[config.mk]
export PLATFORM = sky130hd
export DESIGN_NAME = instruction_fetch
export DESIGN_NICKNAME = d
export VERILOG_FILES = /design/src/rtl/cpu_pkg.sv /design/src/rtl/instruction_fetch.sv
export SDC_FILE = /design/constraint.sdc
export NUM_CORES = 1
export LEC_CHECK = 0
export CORE_UTILIZATION = 50
export DETAILED_ROUTE_END_ITERATION = 12
export DONT_BUFFER_PORTS = 1
export PLACE_DENSITY = 0.63
export SETUP_SLACK_MARGIN = 0.5
export SLEW_MARGIN = 20
export SYNTH_ARGS = -nofsm -noshare
export SYNTH_HDL_FRONTEND = slang
export SYNTH_SLANG_ARGS = --single-unit
[constraint.sdc]
create_clock -name clk -period 4.2 [get_ports clk]
set_input_delay 0.63 -clock clk [delete_from_list [all_inputs] [get_ports clk]]
set_output_delay 0.63 -clock clk [all_outputs]
set_load 0.02 [all_outputs]
[src/rtl/cpu_pkg.sv]
// Shared CPU front-end definitions: fetch FSM states, instruction size,
// default reset vector and small pc helpers.
package cpu_pkg;

    typedef enum logic [1:0] {
        REQUEST = 2'd0,
        WAIT    = 2'd1,
        HOLD    = 2'd2
    } fetch_state_t;

    localparam logic [31:0] INSTR_BYTES      = 32'd4;
    localparam logic [31:0] DEFAULT_RESET_PC = 32'h0000_0000;

    // Sequential successor; 32-bit arithmetic wraps naturally at 2^32.
    function automatic logic [31:0] next_pc(input logic [31:0] pc);
        return pc + INSTR_BYTES;
    endfunction

    // Redirect targets are forced onto a word boundary.
    function automatic logic [31:0] align_pc(input logic [31:0] pc);
        return {pc[31:2], 2'b00};
    endfunction

endpackage

[src/rtl/instruction_fetch.sv]
// Single-outstanding instruction fetch unit: requests one word at pc,
// waits for its response, holds it until the decode stage accepts it.
// Redirects reload pc; a response belonging to a stale request is dropped.
module instruction_fetch
    import cpu_pkg::*;
#(
    parameter logic [31:0] RESET_PC = DEFAULT_RESET_PC
) (
    input  logic        clk,
    input  logic        reset,
    output logic        mem_req_valid,
    input  logic        mem_req_ready,
    output logic [31:0] mem_addr,
    input  logic        mem_rsp_valid,
    input  logic [31:0] mem_rsp_data,
    input  logic        redirect_valid,
    input  logic [31:0] redirect_pc,
    output logic        output_valid,
    input  logic        output_ready,
    output logic [31:0] output_pc,
    output logic [31:0] output_instr
);

    fetch_state_t state_reg;
    logic [31:0]  pc_reg;
    logic         discard_reg;
    logic         mem_req_valid_reg;
    logic         output_valid_reg;
    logic [31:0]  output_pc_reg;
    logic [31:0]  output_instr_reg;

    assign mem_req_valid = mem_req_valid_reg;
    assign mem_addr      = pc_reg;
    assign output_valid  = output_valid_reg;
    assign output_pc     = output_pc_reg;
    assign output_instr  = output_instr_reg;

    // Fetch FSM: pc sequencing, request issue, response capture and output hold.
    always_ff @(posedge clk or posedge reset) begin
        if (reset) begin
            state_reg         <= REQUEST;
            pc_reg            <= RESET_PC;
            discard_reg       <= 1'b0;
            mem_req_valid_reg <= 1'b0;
            output_valid_reg  <= 1'b0;
            output_pc_reg     <= 32'h0000_0000;
            output_instr_reg  <= 32'h0000_0000;
        end else begin
            case (state_reg)
                REQUEST: begin
                    if (redirect_valid) begin
                        pc_reg <= align_pc(redirect_pc);
                    end
                    if (mem_req_valid_reg && mem_req_ready) begin
                        // The accepted request used the old pc; if a redirect
                        // lands now, its response must be thrown away.
                        state_reg         <= WAIT;
                        mem_req_valid_reg <= 1'b0;
                        discard_reg       <= redirect_valid;
                    end else begin
                        mem_req_valid_reg <= 1'b1;
                    end
                end

                WAIT: begin
                    if (redirect_valid) begin
                        pc_reg <= align_pc(redirect_pc);
                        if (mem_rsp_valid) begin
                            // Response consumed and dropped in the same cycle.
                            state_reg         <= REQUEST;
                            mem_req_valid_reg <= 1'b1;
                            discard_reg       <= 1'b0;
                        end else begin
                            discard_reg <= 1'b1;
                        end
                    end else if (mem_rsp_valid) begin
                        if (discard_reg) begin
                            discard_reg       <= 1'b0;
                            state_reg         <= REQUEST;
                            mem_req_valid_reg <= 1'b1;
                        end else begin
                            output_pc_reg    <= pc_reg;
                            output_instr_reg <= mem_rsp_data;
                            output_valid_reg <= 1'b1;
                            pc_reg           <= next_pc(pc_reg);
                            state_reg        <= HOLD;
                        end
                    end
                end

                HOLD: begin
                    if (redirect_valid) begin
                        // Squash the held instruction regardless of output_ready.
                        pc_reg            <= align_pc(redirect_pc);
                        output_valid_reg  <= 1'b0;
                        state_reg         <= REQUEST;
                        mem_req_valid_reg <= 1'b1;
                    end else if (output_ready) begin
                        output_valid_reg  <= 1'b0;
                        state_reg         <= REQUEST;
                        mem_req_valid_reg <= 1'b1;
                    end
                end

                default: begin
                    state_reg         <= REQUEST;
                    mem_req_valid_reg <= 1'b1;
                    output_valid_reg  <= 1'b0;
                end
            endcase
        end
    end

endmodule

### After elaboration in Yosys (flattened, before gate mapping)

Cells that the tools add are included.

* $add $sub $neg: 1
* equal/unequal tests: 11
* mux-type cells: 32
* bitwise gates (word level): 3
* reductions and logical operators: 11

Operators with widths (count)
* 32-bit two-way mux: 4
* 32-bit case mux with 2 select lines: 1
* 32-bit by 3-bit adder with 32-bit output, second input constant: 1
* 1-bit two-way mux: 16
* 2-bit two-way mux: 7
* 3-bit != test, second input constant: 4
* 3-bit AND reduction: 3
* 2-bit != test, second input constant: 4
* 4-bit AND reduction: 2
* 1-bit case mux with 3 select lines: 2
* 2-bit case mux with 3 select lines: 1
* 5-bit AND reduction: 1
* 2-bit nonzero test: 2
* 1-bit inverter: 3
* 2-bit by 1-bit == test with 1-bit output, second input constant: 1
* 2-bit == test, second input constant: 1
* 2-bit zero test: 1
* 2-bit by 1-bit != test with 1-bit output, second input constant: 1
* 1-bit case mux with 2 select lines: 1
* 2-bit OR reduction: 1
* 1-bit logical AND: 1

* register bits: 101
* input bits: 70
* output and inout bits: 98

### Logic depth before layout (Yosys ltp)

* word-level depth: 5
* mapped depth: 9

### Least setup slack after synthesis

Ideal clock, no wire load.

* path type: register to register
* from: reg pc_reg[2] (netlist: mem_addr[2])
* to: reg pc_reg[28] (netlist: mem_addr[28])
* library setup time: 132 ps
* arrival time: 1770 ps
* data required time: 4068 ps
* path slack: 2298 ps
* cell stages (with the launch flop): 8
* buffers on the path: 1
* clock period less this slack: 1902 ps
* cell sequence: dfrtp_1 ha_1 and4_1 buf_4 nand4_4 nor4_4 mux2i_1 o21ai_1

* word-level cells in the longest chain between the ends: 5

RTL lines
* start: declaration: RTL line instruction_fetch.sv:25 `logic [31:0] pc_reg;`
* start signal: assignment: RTL line instruction_fetch.sv:52 `pc_reg <= align_pc(redirect_pc);`
* start signal: assignment: RTL line instruction_fetch.sv:67 `pc_reg <= align_pc(redirect_pc);`
* start signal: assignment: RTL line instruction_fetch.sv:85 `pc_reg <= next_pc(pc_reg);`
* 32-bit by 3-bit adder with 32-bit output: RTL line cpu_pkg.sv:16 `return pc + INSTR_BYTES;`
* 32-bit two-way mux: RTL line instruction_fetch.sv:77 `if (discard_reg) begin`
* 32-bit two-way mux: RTL line instruction_fetch.sv:76 `end else if (mem_rsp_valid) begin`
* 32-bit two-way mux: RTL line instruction_fetch.sv:66 `if (redirect_valid) begin`
* 32-bit case mux with 2 select lines: RTL line instruction_fetch.sv:49 `case (state_reg)`

No other way between the ends. The select of a mux whose other input is x is not followed.
A chain may end at the register's enable or synchronous reset.

### Worst setup path after layout

* from: reg state_reg[0]
* to: reg output_pc_reg[13] (netlist: output_pc[13])

* word-level cells in the longest chain between the ends: 2

RTL lines
* start: declaration: RTL line instruction_fetch.sv:24 `fetch_state_t state_reg;`
* start signal: assignment: RTL line instruction_fetch.sv:41 `state_reg <= REQUEST;`
* start signal: assignment: RTL line instruction_fetch.sv:57 `state_reg <= WAIT;`
* start signal: assignment: RTL line instruction_fetch.sv:70 `state_reg <= REQUEST;`
* 2-bit by 1-bit == test with 1-bit output: RTL line instruction_fetch.sv:49
* 4-bit AND reduction (no source line)
* end signal: assignment: RTL line instruction_fetch.sv:82 `output_pc_reg <= pc_reg;`
* end: declaration: RTL line instruction_fetch.sv:29 `logic [31:0] output_pc_reg;`

No other way between the ends.

==> impl_metrics.toml <==
[outcome]
status = "complete, but fails checks"
violations = "DRC"

[critical_path]
start_kind = "register"
cp.arrival_ns = 2.70
end_kind = "register"
max_stage_delay_ns = 0.59
crit_type = "reg2reg"
crit_chain = "and3b_1 -> o21a_1 -> buf_4 -> nand2_2 -> buf_4 -> nand2_1 -> o21ai_0"
cpMaxStageDelayCell = "dfrtp_1"
cp.required_ns = 4.44
worstRegToRegCells = 7
crit_top_cell = "buf_4"
cp_max_fo = 37

[layout]
syn_to_final_growth_pct = 3.68
nNetsFinal = 589
diodes = 0
largest_reg_flops = 32
layout-drive-gt1-share_pct = 6.70

[power]
leakage_nw = 2.26
p_total_mw = 3.81
power.density_nw_per_um2 = 794
ir_worst_vdd_v = 0.000329

[drt]
wl_per_cell_um = 17.3
detail-route-antenna-nets = 0
vias = 3682
dr.pass1.iters = 11
drt_iter0_drc = 186
wl_um = 10900
avgViaCountPerCell = 5.84
drc = 11

[grt]
grt_pass1_wl_um = 17700
grt_pass1_vias = 3423
antenna_found_initial = 0
grt_max_degree = 71
grt.overflow.total = 0
grt_usage_pct = 23.1

[timing]
min_period_over_period_pct = 58.5
setup_viol = 0
fin_crit_ns = 2.46
slew_headroom_pct = 39.8
max_freq_mhz = 407
fin_skew_ns = 0.0128
tightest_slew_ns = 0.901
tns_ns = 0
final_max_slew_viol_count = 0
hold_viol = 0
grt_setup_unrepaired = "no"

[synthesis]
ys_async_sr_fraction_pct = 100
netlist_instances = 538
syn_area_per_cell_um2 = 8.60
synth_edf_count = 0
synth_warnings = 0
ys_seq_area_share_pct = 52.5
synth_cell_types = 51
ys.flop_type = "dfrtp_1"
synth_area_um2 = 4630
synth_seq_cells = 97

[die]
die_h_um = 98.2
start_util_pct = 52.3
core_um2 = 8850
die_x_um = 98.2
dieArea_um2 = 9640
io_pins = 168
fp-row-count = 34

[run]
drv_cap = 0

[placed_design]
port_buffers = 0
dp_hpwl_um = 7340
routabilityCongestion = 0.850

[clock_network]
insertion_delay_ns = 0.36
clock_path_buffers = 2
cts_tree = "yes"
root_buffer = "clkbuf_8"
numCtsBuffers = 9
clkTransAtPathRegs_ns = 0.09
cts_setup_buffers = 0
h-tree-depth = 3
cts_resized = 0
cts_sinks = 97
hold_buffers = 0

[worst_hold_path]
hold_path_class = "in2async"
## cells by family (layout without fill, tap and decap cells)
logic type                 Yosys count  count (layout)  synth area share [%]
buffers and inverters               48              29                  5.17
muxes                                4               4                 0.893
AOI/OAI and AO/OA                  100             100                  13.6
adders and majority gates            1               1                 0.270
other                                1               4                0.0811
and+or+nand+nor                    287             287                  27.6
DFF                                 97              97                  52.5
## final cells by class
class	instances	area, µm²
fillers	830	4050
flip-flops and latches	97	2430
multi-input cells	396	1990
well taps	108	135
clock buffers	11	131
repair buffers	7	52.6
clock inverters	4	31.3
inverters	7	28.8
## cells in the mapped netlist (2+ instances only)
| cell | count | area (µm²) |
|---|---|---|
| buf_4 | 9 | 67.6 |
| buf_2 | 14 | 70.1 |
| a311oi_1 | 2 | 17.5 |
| clkbuf_1 | 17 | 63.8 |
| nor3_1 | 11 | 55.1 |
| o21ai_1 | 5 | 25.0 |
| a2bb2oi_1 | 2 | 17.5 |
| nor2_1 | 28 | 105 |
| inv_1 | 7 | 26.3 |
| a41oi_1 | 3 | 26.3 |
| dfrtp_1 | 97 | 2430 |
| a22oi_1 | 2 | 15.0 |
| o22ai_1 | 7 | 43.8 |
| nand4_1 | 8 | 50.1 |
| mux2i_1 | 3 | 30.0 |
| a31oi_1 | 5 | 31.3 |
| nor4_2 | 2 | 25.0 |
| and3_1 | 4 | 25.0 |
| a32oi_1 | 4 | 35.0 |
| o21a_1 | 2 | 15.0 |
| o31ai_1 | 2 | 15.0 |
| o21ai_0 | 19 | 95.1 |
| nand3_1 | 9 | 45.0 |
| o22a_1 | 5 | 43.8 |
| or3_1 | 4 | 25.0 |
| o32ai_1 | 3 | 26.3 |
| and4_1 | 4 | 35.0 |
| nand2_1 | 202 | 758 |
| nor3b_1 | 3 | 22.5 |
| a21oi_1 | 33 | 165 |
| nor4_4 | 2 | 42.5 |
## routing by layer
metal	global-route usage (%)	wire length, µm	vias to the layer above
met5	0	0	-
met4	8.84	173	0
met3	6.08	796	16
met2	36.6	5160	137
met1	30.5	4780	1756
li1	-	-	1773
## report_power, final
group | total [mW] | switching [mW] | internal, mW
Combinational | 0.936 | 0.572 | 0.364
Sequential | 2.34 | 0.998 | 1.34
Clock | 0.533 | 0.319 | 0.214
## critical path: cells and delay by family (launching register included)
kind / cells / cell delay (ns)
buffers and inverters: 2 / 0.70
flip-flops: 1 / 0.59
AO/OA/AOI/OAI: 2 / 0.19
AND/OR/NAND/NOR: 3 / 0.82
## worst paths after layout
check / startpoint / to / slack (ns)
min reg2reg: state_reg[1]$_DFFE_PP0P_ / state_reg[0]$_DFFE_PP0P_ / 0.62
min: reset / output_instr[21]$_DFFE_PP0P_ / 0.31
max: state_reg[0]$_DFFE_PP0P_ / output_pc[13]$_DFFE_PP0P_ / 1.74
max reg2reg: state_reg[0]$_DFFE_PP0P_ / output_pc[13]$_DFFE_PP0P_ / 1.74
max in group asynchronous: reset / mem_addr[5]$_DFFE_PP0P_ / 2.98
min in group clk: redirect_valid / output_valid$_DFFE_PP0P_ / 0.34
## per-stage QoR
stage / cell area, µm² / std cells / setup slack, ns / util, % / hold WS [ns]
finish: 4800 / 630 / 1.74 / 54.2 / 0.312
global route: 4800 / 630 / 1.45 / 54.2 / 0.321
CTS: 4800 / 630 / 1.69 / 54.2 / 0.329
detailed placement: 4630 / 615 / 1.70 / 52.4 / 0.608
global placement: 4630 / 615 / 1.75 / 52.4 / 0.596
floorplan: 4640 / 541 / 1.04 / - / 0.550
## cells in the final DEF (no fill, tap or decap), drive strengths merged, types with 5 or more instances in the layout
cell type / instances
nor3: 11
nand3: 10
nand2: 203
o22ai: 7
nor2: 29
a31oi: 5
dfrtp: 97
o22a: 5
buf: 7
nand4: 9
clkbuf: 11
o21ai: 24
inv: 7
a21oi: 33
Note: power is estimated with default switching activity, not from simulation.
